### config.mk
export PLATFORM = sky130hd
export DESIGN_NAME = irq_ctrl_prio_apb_flat
export DESIGN_NICKNAME = d
export VERILOG_FILES = /design/src/rtl/irq_ctrl_prio_apb_if.sv /design/src/rtl/irq_ctrl_prio_apb.sv /design/src/flat_wrapper.sv
export SDC_FILE = /design/constraint.sdc
export NUM_CORES = 1
export LEC_CHECK = 0
export ABC_AREA = 1
export BUFFER_PORTS_ARGS = -buffer_cell sky130_fd_sc_hd__buf_2
export CAP_MARGIN = 10
export CORE_ASPECT_RATIO = 0.5
export CORE_MARGIN = 5
export CORE_UTILIZATION = 35
export DETAILED_ROUTE_END_ITERATION = 10
export SYNTH_ARGS = -nofsm -noshare
export SYNTH_HDL_FRONTEND = slang
export SYNTH_SLANG_ARGS = --single-unit
### constraint.sdc
create_clock -name pclk_i -period 8.9 [get_ports pclk_i]
set_clock_uncertainty 0.05 [all_clocks]
set_input_delay 2.225 -clock pclk_i [delete_from_list [all_inputs] [get_ports pclk_i]]
set_output_delay 2.225 -clock pclk_i [all_outputs]
set_load 0.02 [all_outputs]
### src/rtl/irq_ctrl_prio_apb_if.sv
// APB slave bus bundle for irq_ctrl_prio_apb.
// The master modport drives requests and the slave modport returns read data and status.
interface irq_ctrl_prio_apb_if;
   logic        psel_i;
   logic        penable_i;
   logic        pwrite_i;
   logic [31:0] paddr_i;
   logic [31:0] pwdata_i;
   logic [31:0] prdata_o;
   logic        pready_o;
   logic        pslverr_o;

   modport master (
      output psel_i, penable_i, pwrite_i, paddr_i, pwdata_i,
      input  prdata_o, pready_o, pslverr_o
   );

   modport slave (
      input  psel_i, penable_i, pwrite_i, paddr_i, pwdata_i,
      output prdata_o, pready_o, pslverr_o
   );
endinterface

### src/rtl/irq_ctrl_prio_apb.sv
// Prioritised APB interrupt controller with threshold gating and a claim/complete handshake.
// Defining IRQC_EDGE_MODE_EN adds the EDGE register and per-source rising-edge capture.
//
// state      | meaning
// -----------+---------------------------------------------------------------
// ST_IDLE    | nothing presented; waiting for an eligible source
// ST_ASSERT  | interrupt_o high, irq_id_o tracks the current winner
// ST_SERVICE | source claimed; waiting for a matching COMPLETE write
module irq_ctrl_prio_apb #(
   parameter int  NUM_IRQ = 8,
   parameter int  PRIO_W  = 3,
   localparam int ID_W    = $clog2(NUM_IRQ)
) (
   input  logic               pclk_i,
   input  logic               rst_n_i,
   input  logic               enable_i,
   irq_ctrl_prio_apb_if.slave apb,
   input  logic [NUM_IRQ-1:0] irq_trigger_i,
   output logic               interrupt_o,
   output logic [ID_W-1:0]    irq_id_o
);

   localparam logic [1:0] ST_IDLE    = 2'd0;
   localparam logic [1:0] ST_ASSERT  = 2'd1;
   localparam logic [1:0] ST_SERVICE = 2'd2;

   localparam logic [9:0] IDX_ENABLE   = 10'd0;
   localparam logic [9:0] IDX_PENDING  = 10'd1;
   localparam logic [9:0] IDX_THRESH   = 10'd2;
   localparam logic [9:0] IDX_CLAIM    = 10'd3;
   localparam logic [9:0] IDX_EDGE     = 10'd4;
   localparam logic [9:0] IDX_PRIO     = 10'd8;
   localparam logic [9:0] IDX_PRIO_END = 10'(8 + NUM_IRQ);

   logic [1:0]         state_q;
   logic [NUM_IRQ-1:0] enable_q;
   logic [NUM_IRQ-1:0] pending_q;
   logic [NUM_IRQ-1:0] pending_d;
   logic [NUM_IRQ-1:0] claim_clr;
   logic [NUM_IRQ-1:0] set_src;
   logic [NUM_IRQ-1:0] edge_rd;
   logic [NUM_IRQ-1:0] eligible;
   logic [PRIO_W-1:0]  thresh_q;
   logic [PRIO_W-1:0]  win_prio;
   logic [PRIO_W-1:0]  prio_q [NUM_IRQ];
   logic [ID_W-1:0]    in_service_q;
   logic [ID_W-1:0]    win_id;
   logic [ID_W-1:0]    prio_sel;
   logic [9:0]         idx;
   logic [9:0]         prio_off;
   logic               access;
   logic               wr_stb;
   logic               rd_acc;
   logic               is_prio;
   logic               mapped;
   logic               claim_rd;
   logic               complete_wr;
   logic               complete_ok;
   logic               any_elig;
   logic [31:0]        rdata;
   logic               unused_bits;

   assign idx         = apb.paddr_i[11:2];
   assign access      = apb.psel_i & apb.penable_i;
   assign wr_stb      = access & apb.pwrite_i;
   assign rd_acc      = access & ~apb.pwrite_i;
   assign prio_off    = idx - IDX_PRIO;
   assign prio_sel    = prio_off[ID_W-1:0];
   assign is_prio     = (idx >= IDX_PRIO) && (idx < IDX_PRIO_END);
   assign mapped      = (idx <= IDX_EDGE) || is_prio;
   assign claim_rd    = rd_acc && (idx == IDX_CLAIM) && (state_q == ST_ASSERT);
   assign complete_wr = wr_stb && (idx == IDX_CLAIM);
   assign complete_ok = complete_wr && (state_q == ST_SERVICE) &&
                        (apb.pwdata_i[ID_W-1:0] == in_service_q);

   assign apb.pready_o  = 1'b1;
   assign apb.pslverr_o = access & (~mapped | (complete_wr & ~complete_ok));
   assign unused_bits   = ^{apb.paddr_i[31:12], apb.paddr_i[1:0], apb.pwdata_i, prio_off};

`ifdef IRQC_EDGE_MODE_EN
   logic [NUM_IRQ-1:0] edge_q;
   logic [NUM_IRQ-1:0] trig_q;

   always_ff @(posedge pclk_i or negedge rst_n_i) begin
      if (!rst_n_i) begin
         edge_q <= '0;
         trig_q <= '0;
      end else begin
         trig_q <= irq_trigger_i;
         if (wr_stb && (idx == IDX_EDGE)) edge_q <= apb.pwdata_i[NUM_IRQ-1:0];
      end
   end

   assign set_src = (irq_trigger_i & ~edge_q) | (irq_trigger_i & ~trig_q & edge_q);
   assign edge_rd = edge_q;
`else
   assign set_src = irq_trigger_i;
   assign edge_rd = '0;
`endif

   always_comb begin
      rdata = '0;
      if (rd_acc) begin
         case (idx)
            IDX_ENABLE:  rdata[NUM_IRQ-1:0] = enable_q;
            IDX_PENDING: rdata[NUM_IRQ-1:0] = pending_q;
            IDX_THRESH:  rdata[PRIO_W-1:0]  = thresh_q;
            IDX_CLAIM: begin
               if (state_q == ST_ASSERT) begin
                  rdata[31]         = 1'b1;
                  rdata[ID_W-1:0]   = irq_id_o;
               end
            end
            IDX_EDGE:    rdata[NUM_IRQ-1:0] = edge_rd;
            default: begin
               if (is_prio) rdata[PRIO_W-1:0] = prio_q[prio_sel];
            end
         endcase
      end
   end

   assign apb.prdata_o = rdata;

   // Descending scan with >= lets the lower index win a priority tie.
   always_comb begin
      eligible = '0;
      win_id   = '0;
      win_prio = '0;
      for (int i = NUM_IRQ - 1; i >= 0; i--) begin
         eligible[i] = pending_q[i] & enable_q[i] & (prio_q[i] > thresh_q);
         if (eligible[i] && (prio_q[i] >= win_prio)) begin
            win_id   = ID_W'(i);
            win_prio = prio_q[i];
         end
      end
   end

   assign any_elig = |eligible;

   always_comb begin
      claim_clr = '0;
      if (claim_rd) claim_clr[irq_id_o] = 1'b1;
      pending_d = pending_q;
      if (wr_stb && (idx == IDX_PENDING)) pending_d = pending_d & ~apb.pwdata_i[NUM_IRQ-1:0];
      pending_d = pending_d & ~claim_clr;
      if (enable_i) pending_d = pending_d | set_src;
   end

   always_ff @(posedge pclk_i or negedge rst_n_i) begin
      if (!rst_n_i) begin
         enable_q  <= '0;
         thresh_q  <= '0;
         pending_q <= '0;
         for (int i = 0; i < NUM_IRQ; i++) prio_q[i] <= '0;
      end else begin
         pending_q <= pending_d;
         if (wr_stb) begin
            if (idx == IDX_ENABLE) enable_q <= apb.pwdata_i[NUM_IRQ-1:0];
            if (idx == IDX_THRESH) thresh_q <= apb.pwdata_i[PRIO_W-1:0];
            if (is_prio) prio_q[prio_sel] <= apb.pwdata_i[PRIO_W-1:0];
         end
      end
   end

   // Claim and complete are bus-driven and proceed even while enable_i is low.
   always_ff @(posedge pclk_i or negedge rst_n_i) begin
      if (!rst_n_i) begin
         state_q      <= ST_IDLE;
         interrupt_o  <= 1'b0;
         irq_id_o     <= '0;
         in_service_q <= '0;
      end else begin
         case (state_q)
            ST_IDLE: begin
               if (enable_i && any_elig) begin
                  state_q     <= ST_ASSERT;
                  interrupt_o <= 1'b1;
                  irq_id_o    <= win_id;
               end
            end
            ST_ASSERT: begin
               if (claim_rd) begin
                  state_q      <= ST_SERVICE;
                  interrupt_o  <= 1'b0;
                  in_service_q <= irq_id_o;
               end else if (enable_i) begin
                  if (any_elig) begin
                     irq_id_o <= win_id;
                  end else begin
                     state_q     <= ST_IDLE;
                     interrupt_o <= 1'b0;
                  end
               end
            end
            ST_SERVICE: begin
               if (complete_ok) state_q <= ST_IDLE;
            end
            default: state_q <= ST_IDLE;
         endcase
      end
   end

endmodule

### src/flat_wrapper.sv
// flat-port wrapper written by rule: the top's interface ports become plain ports
module irq_ctrl_prio_apb_flat 
#(
   parameter int  NUM_IRQ = 8,
   parameter int  PRIO_W  = 3,
   localparam int ID_W    = $clog2(NUM_IRQ)
)
  (pclk_i, rst_n_i, enable_i, irq_trigger_i, interrupt_o, irq_id_o, apb_psel_i, apb_penable_i, apb_pwrite_i, apb_paddr_i, apb_pwdata_i, apb_prdata_o, apb_pready_o, apb_pslverr_o);
  irq_ctrl_prio_apb_if apb_i ();
  input  logic pclk_i;
  input  logic rst_n_i;
  input  logic enable_i;
  input  logic [NUM_IRQ-1:0] irq_trigger_i;
  output logic interrupt_o;
  output logic [ID_W-1:0] irq_id_o;
  input wire logic [$bits(apb_i.psel_i)-1:0] apb_psel_i;
  input wire logic [$bits(apb_i.penable_i)-1:0] apb_penable_i;
  input wire logic [$bits(apb_i.pwrite_i)-1:0] apb_pwrite_i;
  input wire logic [$bits(apb_i.paddr_i)-1:0] apb_paddr_i;
  input wire logic [$bits(apb_i.pwdata_i)-1:0] apb_pwdata_i;
  output wire logic [$bits(apb_i.prdata_o)-1:0] apb_prdata_o;
  output wire logic [$bits(apb_i.pready_o)-1:0] apb_pready_o;
  output wire logic [$bits(apb_i.pslverr_o)-1:0] apb_pslverr_o;
  assign apb_i.psel_i = apb_psel_i;
  assign apb_i.penable_i = apb_penable_i;
  assign apb_i.pwrite_i = apb_pwrite_i;
  assign apb_i.paddr_i = apb_paddr_i;
  assign apb_i.pwdata_i = apb_pwdata_i;
  assign apb_prdata_o = apb_i.prdata_o;
  assign apb_pready_o = apb_i.pready_o;
  assign apb_pslverr_o = apb_i.pslverr_o;
  irq_ctrl_prio_apb #(.NUM_IRQ(NUM_IRQ), .PRIO_W(PRIO_W)) u_core (.pclk_i(pclk_i), .rst_n_i(rst_n_i), .enable_i(enable_i), .apb(apb_i), .irq_trigger_i(irq_trigger_i), .interrupt_o(interrupt_o), .irq_id_o(irq_id_o));
endmodule
# Word level (Yosys, flattened, before mapping)
# Cells that the tools add are included.
# word_totals
ff_bits,52
word_cells,164
# op_classes
add_sub_neg,1
magnitude_cmp,23
eq_ne,14
n_mux,50
bitwise,31
reduce_logical,30
# ops
cell,n
$mux 3,24
$mux 8,4
$bwmux 24,1
$gt 3x3->1,8
$and 1x1->1,21
$ge 3x3->1,7
$eq 10x2->1 const B,2
$logic_and 1x1->1,18
$and 8x8->8,2
$not 8->8,2
$pmux 3 s5,1
$eq 10x1->1 const B,1
$eq 10x3->1 const B,1
$ge 10x4->1 const B,1
$le 10x3->1 const B,1
$logic_not 10->1,1
$lt 10x5->1 const B,1
$mux 2,5
$pmux 5 s2,1
$bmux 3 s3,1
$demux 3 s3,1
$mux 1,8
$or 8x8->8,1
$reduce_and 2->1,4
other kinds (24),32

# Logic depth before layout (Yosys ltp)
# Gate-level depths: netlist (run 1).
# depth
ltp_word,29
ltp_mapped,67

# Least setup slack after synthesis (run 1)
# No wires, ideal clock.
# synth_path
path_type,flip-flop to flip-flop
startpoint,reg u_core.thresh_q[2]
endpoint,reg u_core.irq_id_o[2]
setup_time_ns,0.083
t_arrival_ns,7.407
required_time_ns,8.767
slack_ns,1.360
path_stages_with_launch,61
n_path_buf,0
synth_period_minus_slack_ns,7.540
cell_sequence,dfrtp_1 > inv_1 > ha_1 > a21oi_1 > nand2_1 > nand2_1 > nor2_1 > ha_1 > nand3_1 > nand3_1 > nand2_2 > inv_1 > o21ai_0 > inv_1 > ha_1 > o21ai_0 > nand3_2 > nand2_4 > [25 not listed] > nand2_4 > nand2_2 > and2_1 > ha_1 > nand2_1 > o211ai_1 > nand2_1 > nand2_1 > o21ai_0 > ha_1 > a21oi_1 > a31oi_1 > inv_1 > nand2_1 > nor2_1 > nand2_1 > nand3b_1 > o21ai_0
# synth_between
elab_chain_len,29
# synth_rtl
element,line_no,rtl
start: declaration,irq_ctrl_prio_apb.sv:43,logic [PRIO_W-1:0] thresh_q;
start signal: assignment,irq_ctrl_prio_apb.sv:159,if (idx == IDX_THRESH) thresh_q <= apb.pwdata_i[PRIO_W-1:0];
$gt 3x3->1,irq_ctrl_prio_apb.sv:130,eligible[i] = pending_q[i] & enable_q[i] & (prio_q[i] > thresh_q);
$and 1x1->1,irq_ctrl_prio_apb.sv:130,
$logic_and 1x1->1,irq_ctrl_prio_apb.sv:131,if (eligible[i] && (prio_q[i] >= win_prio)) begin
$mux 3,irq_ctrl_prio_apb.sv:131,
$ge 3x3->1,irq_ctrl_prio_apb.sv:131,
$logic_and 1x1->1,irq_ctrl_prio_apb.sv:131,
$mux 3,irq_ctrl_prio_apb.sv:131,
$ge 3x3->1,irq_ctrl_prio_apb.sv:131,
[13 not listed],--,
$mux 3,irq_ctrl_prio_apb.sv:131,
$ge 3x3->1,irq_ctrl_prio_apb.sv:131,
$logic_and 1x1->1,irq_ctrl_prio_apb.sv:131,
$mux 3,irq_ctrl_prio_apb.sv:131,
$mux 3,irq_ctrl_prio_apb.sv:187,if (any_elig) begin
$mux 3,irq_ctrl_prio_apb.sv:186,end else if (enable_i) begin
$mux 3,irq_ctrl_prio_apb.sv:182,if (claim_rd) begin
$pmux 3 s2,irq_ctrl_prio_apb.sv:173,case (state_q)
end signal: assignment,irq_ctrl_prio_apb.sv:178,irq_id_o <= win_id;
end signal: assignment,irq_ctrl_prio_apb.sv:188,irq_id_o <= win_id;
end: declaration,irq_ctrl_prio_apb.sv:20,output logic [ID_W-1:0] irq_id_o
# Several ways; a longest one is shown, not always the timed one. The select of a mux whose other input is x is not followed.
# A chain may end at the register's enable or synchronous reset.

# Final worst setup path (run 1)
# layout_path
startpoint,reg u_core.prio_q[1] (netlist name)
endpoint,reg u_core.irq_id_o[2]
# layout_between
elab_chain_len,29
# layout_rtl
element,line_no,rtl
start: declaration,irq_ctrl_prio_apb.sv:45,logic [PRIO_W-1:0] prio_q [NUM_IRQ];
start signal: indexed assignment,irq_ctrl_prio_apb.sv:160,if (is_prio) prio_q[prio_sel] <= apb.pwdata_i[PRIO_W-1:0];
$gt 3x3->1,irq_ctrl_prio_apb.sv:130,
$and 1x1->1,irq_ctrl_prio_apb.sv:130,
$logic_and 1x1->1,irq_ctrl_prio_apb.sv:131,
$mux 3,irq_ctrl_prio_apb.sv:131,
$ge 3x3->1,irq_ctrl_prio_apb.sv:131,
$logic_and 1x1->1,irq_ctrl_prio_apb.sv:131,
$mux 3,irq_ctrl_prio_apb.sv:131,
$ge 3x3->1,irq_ctrl_prio_apb.sv:131,
[13 not listed],--,
$mux 3,irq_ctrl_prio_apb.sv:131,
$ge 3x3->1,irq_ctrl_prio_apb.sv:131,
$logic_and 1x1->1,irq_ctrl_prio_apb.sv:131,
$mux 3,irq_ctrl_prio_apb.sv:131,
$mux 3,irq_ctrl_prio_apb.sv:187,
$mux 3,irq_ctrl_prio_apb.sv:186,
$mux 3,irq_ctrl_prio_apb.sv:182,
$pmux 3 s2,irq_ctrl_prio_apb.sv:173,
# Several ways; a longest one is shown, not always the timed one. The select of a mux whose other input is x is not followed.

==> results.toml, run 1 <==
[global_routing]
grt_pass1_wl_um = 20000
grt_pass1_vias = 3777
grt_antenna_before_repair = 1
groute.usage.overall = 0.1711
grt_max_degree = 53
grt_overflow_total = 0

[pwr]
power.clock.fraction = 0.383
power_density_nw_per_um2 = 108.1
cellInternalPower_uw = 369.4
report.power.total_uw = 521.7
switching_share = 0.2920
share_comb_of_total_power = 0.142
power_leakage_nw = 2.283
power_frac_seq = 0.475
max-vdd-ir-drop_uv = 101.4
net-switching-power_uw = 152.3

[sta]
setup-tns-final_ns = 0
setup_violations = 0
slew_viol_final = 0
final_period_minus_worst_setup_slack_ns = 8.212
worst_pin_slew_ns = 0.8937
slew-limit-headroom = 0.3987
maxClockFrequency_ghz = 0.1218
final_critical_path_setup_slack_ns = 0.6884
timing.final.crit_share = 0.9226
hold_viol = 0

[clock_network]
clk_pin_slew_worst_paths_ns = 0.07
clock_tree_from_tritoncts = "yes"
htree_num_levels = 2
numCtsBuffers = 5
clock_insertion_delay_worst_skew_ns = 0.30
clock_sinks = 52
cts_max_path_buffers = 2
clk_root_buffer_cell = "sky130_fd_sc_hd__clkbuf_16"
hold_buffers = 0

[route]
num_vias = 4050
vias_per_cell = 5.153
detailedRoute.firstPassIterationCount = 5
drcViolationCount = 0
post_drt_wl_per_cell_um = 15.93
drt_iter0_drc = 292
antenna_violating_nets_post_route = 0
route.final.wire_length_um = 12520

[floorplanning]
design.core.area_sq_um = 11840
die_height_um = 87.92
floorplan.die.width_um = 165.8
die_area_sq_um = 14580
floorplan.initialDensity = 0.3589
num_rows = 28
ioPinCount = 116

[final_layout]
final_core_util = 0.4077
nFillCells = 1226
layout_common_cells = "sky130_fd_sc_hd__nand2_1 (123), sky130_fd_sc_hd__inv_1 (66), sky130_fd_sc_hd__dfrtp_1 (50)"
final_nets = 735
drive_gt1_frac = 0.1884
area_growth_from_synthesis_to_layout_pct = 13.57
layout.cells.non_filler = 786
mostFrequentLayoutCell = "sky130_fd_sc_hd__nand2_1"
antenna_diode_instance_count = 0

[yosys]
syn-instance-count = 567
synthArstFlopShare = 1.000
yosys_register_bits = 52
yosysSeqAreaShare = 0.3062
synth.yosys.warnings = 0
synthesis.area_per_instance_sq_um = 7.496
yosysUniqueCellTypes = 50
post_synth_instance_area_sq_um = 4250
synth_top_flop_cell = "sky130_fd_sc_hd__dfrtp_1"
synth_enable_flop_cells = 0

[job]
max-cap-violations = 0

[worst_setup_path]
crit_path_max_fanout = 6
timing.critical_path.required_ns = 9.07
setup_crit_path_kind = "flop to flop"
timing.critical_path.from_type = "flop"
critical_path.endpoint_type = "flop"
cp_data_arrival_time_ns = 8.38
slowest_stage = "sky130_fd_sc_hd__dfrtp_2"
timing.critical_path.slowest_cell_delay_ns = 0.45
crit_top_cell = "sky130_fd_sc_hd__nand2_1"

[placed_design]
dp_cells = 775
place_worst_setup_slack_ns = 0.3079
place.gp.congestion = 0.8861
detailed_place_hpwl_um = 9691
port_buffers = 45

[outcome]
outcome = "finished clean"

[hold_path]
worstHoldPathType = "flop to flop"
## cell usage after synthesis, drive strengths merged (3+ instances only)
cell type | instances | area [sq um]
buf | 27 | 196.4
mux2 | 4 | 45.04
ha | 37 | 462.9
a31oi | 4 | 25.02
nand3b | 3 | 22.52
a32o | 4 | 40.04
and2 | 3 | 18.77
a211oi | 4 | 30.03
nor4 | 3 | 18.77
a221oi | 5 | 43.79
inv | 70 | 262.8
nand3 | 41 | 260.3
o211ai | 3 | 22.52
o22ai | 7 | 43.79
a21oi | 23 | 126.4
dfrtp | 52 | 1301
nor3 | 14 | 75.07
nor2 | 33 | 146.4
o21ai | 50 | 254.0
clkinv | 3 | 11.26
o31ai | 3 | 22.52
nand2 | 147 | 639.4
nand4 | 9 | 56.30
## metal layers
layer  routed length, um  GRT usage  up-vias
met1                6202     0.2486     1887
met5                   7          0        -
met3                 818    0.01849       14
met4                 128    0.03593        2
li1                    -          -     1986
met2                5367     0.2792      161
## logic make-up after synthesis
family	synth area share
xor gates and xnor gates	0.004122
adders and majority gates	0.1089
and+or+nand+nor	0.2959
DFF	0.3062
other	0.001767
muxes	0.01060
buffers and inverters	0.1125
AOI/OAI and AO/OA	0.1601
## critical path: cells and delay by family, from the launching register on
| family | cells | cell delay (ns) |
|---|---|---|
| AND/OR/NAND/NOR | 31 | 3.18 |
| AO/OA/AOI/OAI | 13 | 1.61 |
| adder cells (fa/ha/maj) | 8 | 2.32 |
| flip-flops | 1 | 0.45 |
| buffers and inverters | 7 | 0.52 |
## cell type report
| cell class | count | area [sq um] | share of cell area |
|---|---|---|---|
| multi-input cells | 435 | 2613 | 0.5412 |
| flip-flops and latches | 52 | 1304 | 0.2701 |
| repair buffers | 53 | 285.3 | 0.05910 |
| inverters | 73 | 274.0 | 0.05677 |
| well taps | 165 | 206.4 | 0.04277 |
| clock buffers | 6 | 128.9 | 0.02670 |
| clock inverters | 2 | 16.27 | 0.003370 |
## stage by stage
stage          hold WS, ns  instance area [sq um]
2_1_floorplan       0.4030                   4333
3_3_place_gp        0.4090                   4598
3_5_place_dp        0.4080                   4598
4_1_cts             0.4259                   4743
5_1_grt             0.4521                   4827
6_report            0.4224                   4827
## power groups by stage
| stage | Combinational [mW] | Sequential [mW] | Clock, mW |
|---|---|---|---|
| 3_3_place_gp | 0.0722 | 0.252 | 0 |
| 4_1_cts | 0.0733 | 0.248 | 0.201 |
| 6_report | 0.0741 | 0.248 | 0.200 |
| 3_5_place_dp | 0.0731 | 0.252 | 0 |
| 2_1_floorplan | 0.0497 | 0.255 | 0 |
| 5_1_grt | 0.0826 | 0.249 | 0.209 |
## sequential cells by signal (all words and copies together), names as in the netlist
| name | cells |
|---|---|
| u_core.pending_q | 8 |
| u_core.enable_q | 8 |
| u_core.interrupt_o | 1 |
| u_core.in_service_q | 3 |
| u_core.thresh_q | 3 |
| u_core.irq_id_o | 3 |
| u_core.state_q | 2 |
| u_core.prio_q | 24 |
## path summary, 6_finish.rpt
| kind | start | endpoint | slack, ns | cells after the start |
|---|---|---|---|---|
| worst max-delay path | u_core.prio_q[1]$_DFFE_PN0P_ | u_core.irq_id_o[2]$_DFFE_PN0P_ | 0.69 | 59 |
| min in group asynchronous | rst_n_i | u_core.enable_q[5]$_DFFE_PN0P_ | 2.00 | 2 |
| worst min register to register | u_core.interrupt_o$_DFFE_PN0P_ | u_core.interrupt_o$_DFFE_PN0P_ | 0.42 | 2 |
| max in group asynchronous | rst_n_i | u_core.prio_q[2]$_DFFE_PN0P_ | 6.32 | 2 |
| worst max register to register | u_core.prio_q[1]$_DFFE_PN0P_ | u_core.irq_id_o[2]$_DFFE_PN0P_ | 0.69 | 59 |
| worst min-delay path | u_core.interrupt_o$_DFFE_PN0P_ | u_core.interrupt_o$_DFFE_PN0P_ | 0.42 | 2 |
## timing repair
action                     4_1_cts  5_1_grt
setup endpoints to repair        0        3
setup buffers                    0        3
gates resized for setup          0       19
hold endpoints to repair         0        0
Power figures use the tool's default switching activity.
==> run 2, diff against run 1 <==
- ABC_AREA: 1 -> default
- HOLD_SLACK_MARGIN: default -> 0.12
==> results.toml, run 2 <==
[outcome]
outcome = "finished with violations"
failed_checks = "negative setup slack"

[clock_network]
clk_root_buffer_cell = "sky130_fd_sc_hd__clkbuf_16"
cts_max_path_buffers = 2
numCtsBuffers = 5
clock_sinks = 52
clock_tree_from_tritoncts = "yes"
clock_insertion_delay_worst_skew_ns = 0.30
clk_pin_slew_worst_paths_ns = 0.07
htree_num_levels = 2
hold_buffers = 0

[route]
drcViolationCount = 0
post_drt_wl_per_cell_um = 18.09
route.final.wire_length_um = 13080
num_vias = 3924
detailedRoute.firstPassIterationCount = 5
vias_per_cell = 5.427
drt_iter0_drc = 259
antenna_violating_nets_post_route = 0

[final_layout]
antenna_diode_instance_count = 0
mostFrequentLayoutCell = "sky130_fd_sc_hd__buf_4"
layout_common_cells = "sky130_fd_sc_hd__buf_4 (54), sky130_fd_sc_hd__dfrtp_1 (50), sky130_fd_sc_hd__buf_2 (45)"
drive_gt1_frac = 0.3728
post-route-cell-area_sq_um = 5416
largest_register_ff_count = 24
area_growth_from_synthesis_to_layout_pct = 28.27
biggest_registers_after_layout = "u_core.prio_q x24, u_core.enable_q x8, u_core.pending_q x8"
largest_register = "u_core.prio_q"
final_nets = 672
layout.cells.non_filler = 723

[yosys]
yosysUniqueCellTypes = 65
synth_top_cell_area_share = 0.3081
post_synth_instance_area_sq_um = 4223
synth.yosys.warnings = 0
synthesis.area_per_instance_sq_um = 9.042
yosysSeqAreaShare = 0.3081
synth.largest_area_cell = "sky130_fd_sc_hd__dfrtp_1"
synth_top_flop_cell = "sky130_fd_sc_hd__dfrtp_1"
top_cells_by_area_synth = "sky130_fd_sc_hd__dfrtp_1 (31%), sky130_fd_sc_hd__ha_1 (11%), sky130_fd_sc_hd__mux2_2 (8.8%), sky130_fd_sc_hd__buf_4 (4.3%), sky130_fd_sc_hd__nand2_1 (4.1%)"
synthTopCellsByCount = "sky130_fd_sc_hd__dfrtp_1 (52), sky130_fd_sc_hd__nand2_1 (46), sky130_fd_sc_hd__ha_1 (37)"
synth_enable_flop_cells = 0
synthArstFlopShare = 1.000
syn-instance-count = 467
yosys_register_bits = 52
post-synth-top-count-cell = "sky130_fd_sc_hd__dfrtp_1"

[worst_setup_path]
timing.critical_path.slowest_cell_delay_ns = 0.42
cp.buffers_inverters = 2
critical_path.top_delay_family = "compound AO/OA/AOI/OAI gates"
crit_top_cell = "sky130_fd_sc_hd__ha_4"
critical_path.endpoint_type = "flop"
crit_path_max_fanout = 3
timing.critical_path.from_type = "flop"
slowest_stage = "sky130_fd_sc_hd__dfrtp_2"
setup_crit_path_kind = "flop to flop"
cp_data_arrival_time_ns = 9.98
timing.critical_path.required_ns = 9.08

[global_routing]
grt_pass1_vias = 3881
grt_overflow_total = 0
grt_pass1_wl_um = 21130
groute.usage.overall = 0.1841
grt_max_degree = 53
grt_antenna_before_repair = 0

[sta]
maxClockFrequency_ghz = 0.1020
rsz0062_at_grt = "yes"
slew_viol_final = 0
setup_violations = 3
slew-limit-headroom = 0.2768
final_period_minus_worst_setup_slack_ns = 9.803
timing.final.crit_share = 1.101
hold_viol = 0
worst_pin_slew_ns = 1.075
final_critical_path_setup_slack_ns = -0.9028

[pwr]
max-vdd-ir-drop_uv = 80.47
share_comb_of_total_power = 0.111
power_density_nw_per_um2 = 91.18
power.clock.fraction = 0.400
power_leakage_nw = 2.411
switching_share = 0.2709
cellInternalPower_uw = 360.1
net-switching-power_uw = 133.8
power_frac_seq = 0.489

[floorplanning]
die_area_sq_um = 14500
num_rows = 28
ioPinCount = 116
floorplan.die.width_um = 165.3
die_height_um = 87.67
floorplan.initialDensity = 0.3577
design.core.area_sq_um = 11810

[placed_design]
dp_cells = 701
post_place_instance_area_sq_um = 5019
port_buffers = 45
place.gp.congestion = 0.8682
detailed_place_hpwl_um = 10040

[job]
max-cap-violations = 0

[hold_path]
worstHoldPathType = "flop to flop"
-- run 2: stage by stage --
step | hold WS, ns | setup WS, ns | util | TNS, ns | power [mW]
after floorplan | 0.4098 | -0.8242 | - | -2.185 | 0.2843
after global placement | 0.4300 | -1.226 | 0.4251 | -3.412 | 0.2993
after global routing | 0.4926 | -1.252 | 0.4588 | -3.480 | 0.5113
after detailed placement | 0.4319 | -1.263 | 0.4251 | -3.545 | 0.2998
final | 0.4510 | -0.9028 | 0.4588 | -2.437 | 0.4939
after CTS | 0.4506 | -0.8202 | 0.4514 | -2.374 | 0.4948
-- run 2: final cells by class --
cell class,count,area (sq um)
Fill cell,1134,6390
Multi-Input combinational cell,372,3004
Sequential cell,52,1304
Timing Repair Buffer,101,661.9
Tap cell,165,206.4
Clock buffer,5,125.1
Inverter,25,93.84
Clock inverter,3,21.27
-- run 2: logic make-up (layout without fill, tap and decap cells) --
kind of cell | after synthesis | after routing | share of synthesized area
simple gates | 157 | 157 | 0.1861
compound gates | 108 | 108 | 0.1849
buf+inv | 65 | 134 | 0.08088
flops | 52 | 52 | 0.3081
fa+ha+maj | 40 | 40 | 0.1176
mux | 40 | 40 | 0.1144
xor+xnor | 3 | 3 | 0.006223
other cells | 2 | 24 | 0.001778
-- run 2: repair_timing --
item | in CTS | in global routing
buffers inserted | 9 | 6
gates cloned | 0 | 0
setup endpoints to repair | 3 | 3
resized for setup | 17 | 8
pin swaps | 19 | 22
-- run 2: power by group through the flow --
stage	clock [mW]	sequential [mW]	combinational [mW]
after floorplan	0	0.247	0.0378
after global placement	0	0.246	0.0530
after detailed placement	0	0.246	0.0535
after CTS	0.199	0.242	0.0542
after global routing	0.208	0.242	0.0611
final	0.198	0.242	0.0546
-- run 2: worst register-to-register path, delay by kind of cell, from the launching register on --
kind	cells	cell delay (ns)
flops	1	0.42
fa+ha+maj	9	2.24
buf+inv	2	0.22
mux	5	1.70
compound gates	17	2.81
simple gates	17	2.29
-- run 2: final timing paths --
check	from	to	slack, ns	cells after the start
worst min-delay path	u_core.in_service_q[2]$_DFFE_PN0P_	u_core.in_service_q[2]$_DFFE_PN0P_	0.45	2
worst max-delay path	u_core.prio_q[1]$_DFFE_PN0P_	u_core.irq_id_o[1]$_DFFE_PN0P_	-0.90	50
worst max register to register	u_core.prio_q[1]$_DFFE_PN0P_	u_core.irq_id_o[1]$_DFFE_PN0P_	-0.90	50
min in group asynchronous	rst_n_i	u_core.prio_q[23]$_DFFE_PN0P_	2.00	2
max in group asynchronous	rst_n_i	u_core.prio_q[1]$_DFFE_PN0P_	6.30	2
worst min register to register	u_core.in_service_q[2]$_DFFE_PN0P_	u_core.in_service_q[2]$_DFFE_PN0P_	0.45	2
-- run 2: layer usage --
metal | up-vias | part of all wire | track usage
met2 | 150 | 0.44 | 0.2951
met3 | 11 | 0.078 | 0.03009
met4 | 0 | 0.0087 | 0.03368
met1 | 1902 | 0.48 | 0.2662
met5 | - | 0 | 0
li1 | 1861 | - | -
==> run 3, diff against run 2 <==
- SKIP_CTS_REPAIR_TIMING: default -> 1
==> results.toml, run 3 (same netlist as run 2, synthesis figures left out) <==
[pwr]
power_leakage_nw = 2.356
report.power.total_uw = 492.2
power_density_nw_per_um2 = 92.07
max-vdd-ir-drop_uv = 80.13

[floorplanning]
design.core.area_sq_um = 11810
die_area_sq_um = 14500
ioPinCount = 116
die_height_um = 87.67
num_rows = 28
floorplan.initialDensity = 0.3577
floorplan.die.width_um = 165.3

[final_layout]
antenna_diode_instance_count = 0
final_core_util = 0.4528
largest_register = "u_core.prio_q"
layout_common_cells = "sky130_fd_sc_hd__buf_4 (51), sky130_fd_sc_hd__dfrtp_1 (50), sky130_fd_sc_hd__buf_2 (45)"
mostFrequentLayoutCell = "sky130_fd_sc_hd__buf_4"
drive_gt1_frac = 0.3653
area_growth_from_synthesis_to_layout_pct = 26.61
post-route-cell-area_sq_um = 5346
largest_register_ff_count = 24
final_nets = 667
biggest_registers_after_layout = "u_core.prio_q x24, u_core.enable_q x8, u_core.pending_q x8"

[sta]
rsz0062_at_grt = "yes"
final_critical_path_setup_slack_ns = -0.8288
slew_viol_final = 0
final_period_minus_worst_setup_slack_ns = 9.729
maxClockFrequency_ghz = 0.1028
slew-limit-headroom = 0.2580
timing.final.crit_share = 1.093
setup_violations = 3
hold_viol = 0
worst_pin_slew_ns = 1.103
setup-tns-final_ns = -2.385

[clock_network]
clock_insertion_delay_worst_skew_ns = 0.29
numCtsBuffers = 5
htree_num_levels = 2
clock_tree_from_tritoncts = "yes"
cts_max_path_buffers = 2
clk_root_buffer_cell = "sky130_fd_sc_hd__clkbuf_16"
clock_sinks = 52
clk_pin_slew_worst_paths_ns = 0.08

[global_routing]
grt_overflow_total = 0
grt_antenna_before_repair = 0
groute.usage.overall = 0.1807
grt_max_degree = 53
grt_pass1_wl_um = 20770
grt_pass1_vias = 3797

[route]
route.final.wire_length_um = 13010
vias_per_cell = 5.440
antenna_violating_nets_post_route = 0
post_drt_wl_per_cell_um = 18.12
num_vias = 3906
detailedRoute.firstPassIterationCount = 7
drcViolationCount = 0
drt_iter0_drc = 214

[worst_setup_path]
crit_path_max_fanout = 3
timing.critical_path.required_ns = 9.08
reg2regPathDepth = 51
timing.critical_path.slowest_cell_delay_ns = 0.44
cp_data_arrival_time_ns = 9.91
crit_top_cell = "sky130_fd_sc_hd__ha_4"
slowest_stage = "sky130_fd_sc_hd__or3_4"
setup_crit_path_kind = "flop to flop"
path_depth = 51
timing.critical_path.from_type = "flop"
cp.buffers_inverters = 2
critical_path.top_delay_family = "compound AO/OA/AOI/OAI gates"
critical_path.endpoint_type = "flop"

[job]
max-cap-violations = 0

[placed_design]
detailed_place_hpwl_um = 10040
place.gp.congestion = 0.8682
port_buffers = 45
post_place_instance_area_sq_um = 5019
place_worst_setup_slack_ns = -1.263

[outcome]
failed_checks = "negative setup slack"
outcome = "finished with violations"

[hold_path]
hold_path_depth = 2
worstHoldPathType = "flop to flop"
## run 3: cell types whose count changed in the layout (fill, tap and decap cells not counted), sizes merged
| cell | delta |
|---|---|
| buf | -5 |
## run 3: layout make-up
type	instances	area (sq um)
Clock buffer	5	125.1
Clock inverter	3	21.27
Fill cell	1149	6460
Inverter	25	93.84
Multi-Input combinational cell	372	2988
Sequential cell	52	1304
Tap cell	165	206.4
Timing Repair Buffer	96	608.1
## run 3: path summary, 6_finish.rpt
| check | from | to | slack, ns |
|---|---|---|---|
| setup / recovery | u_core.thresh_q[1]$_DFFE_PN0P_ | u_core.irq_id_o[1]$_DFFE_PN0P_ | -0.83 |
| hold / removal | u_core.in_service_q[2]$_DFFE_PN0P_ | u_core.in_service_q[2]$_DFFE_PN0P_ | 0.45 |
| setup reg to reg | u_core.thresh_q[1]$_DFFE_PN0P_ | u_core.irq_id_o[1]$_DFFE_PN0P_ | -0.83 |
| hold reg to reg | u_core.in_service_q[2]$_DFFE_PN0P_ | u_core.in_service_q[2]$_DFFE_PN0P_ | 0.45 |
| max in group asynchronous | rst_n_i | u_core.thresh_q[0]$_DFFE_PN0P_ | 6.30 |
| min in group asynchronous | rst_n_i | u_core.prio_q[23]$_DFFE_PN0P_ | 1.99 |
## run 3: metrics by stage
step                      hold WS, ns  std cells
after floorplan                0.4098        489
after global placement         0.4300        701
after detailed placement       0.4319        701
after CTS                      0.4506        709
after global routing           0.4926        718
final                          0.4477        718
## run 3: routing by layer
metal	wire, um	part of all wire	global-route usage
met2	5644	0.43	0.2851
met5	0	0	0
met1	6288	0.48	0.2633
met4	132	0.010	0.03443
met3	943	0.072	0.03103
## run 3: power breakdown
part | leakage, nW | total [mW] | switching, mW | internal (mW)
combinational | 1.64 | 0.0546 | 0.0381 | 0.0165
clock | 0.0702 | 0.196 | 0.0909 | 0.105
sequential | 0.644 | 0.242 | 0.00325 | 0.238
## run 3: worst reg2reg max path: cells and delay by family, from the launching register on
family,cells,cell delay (ns)
flip-flops,1,0.39
adder cells (fa/ha/maj),9,2.05
AND/OR/NAND/NOR,18,2.34
AO/OA/AOI/OAI,17,2.85
buffers and inverters,2,0.28
multiplexers,5,1.71
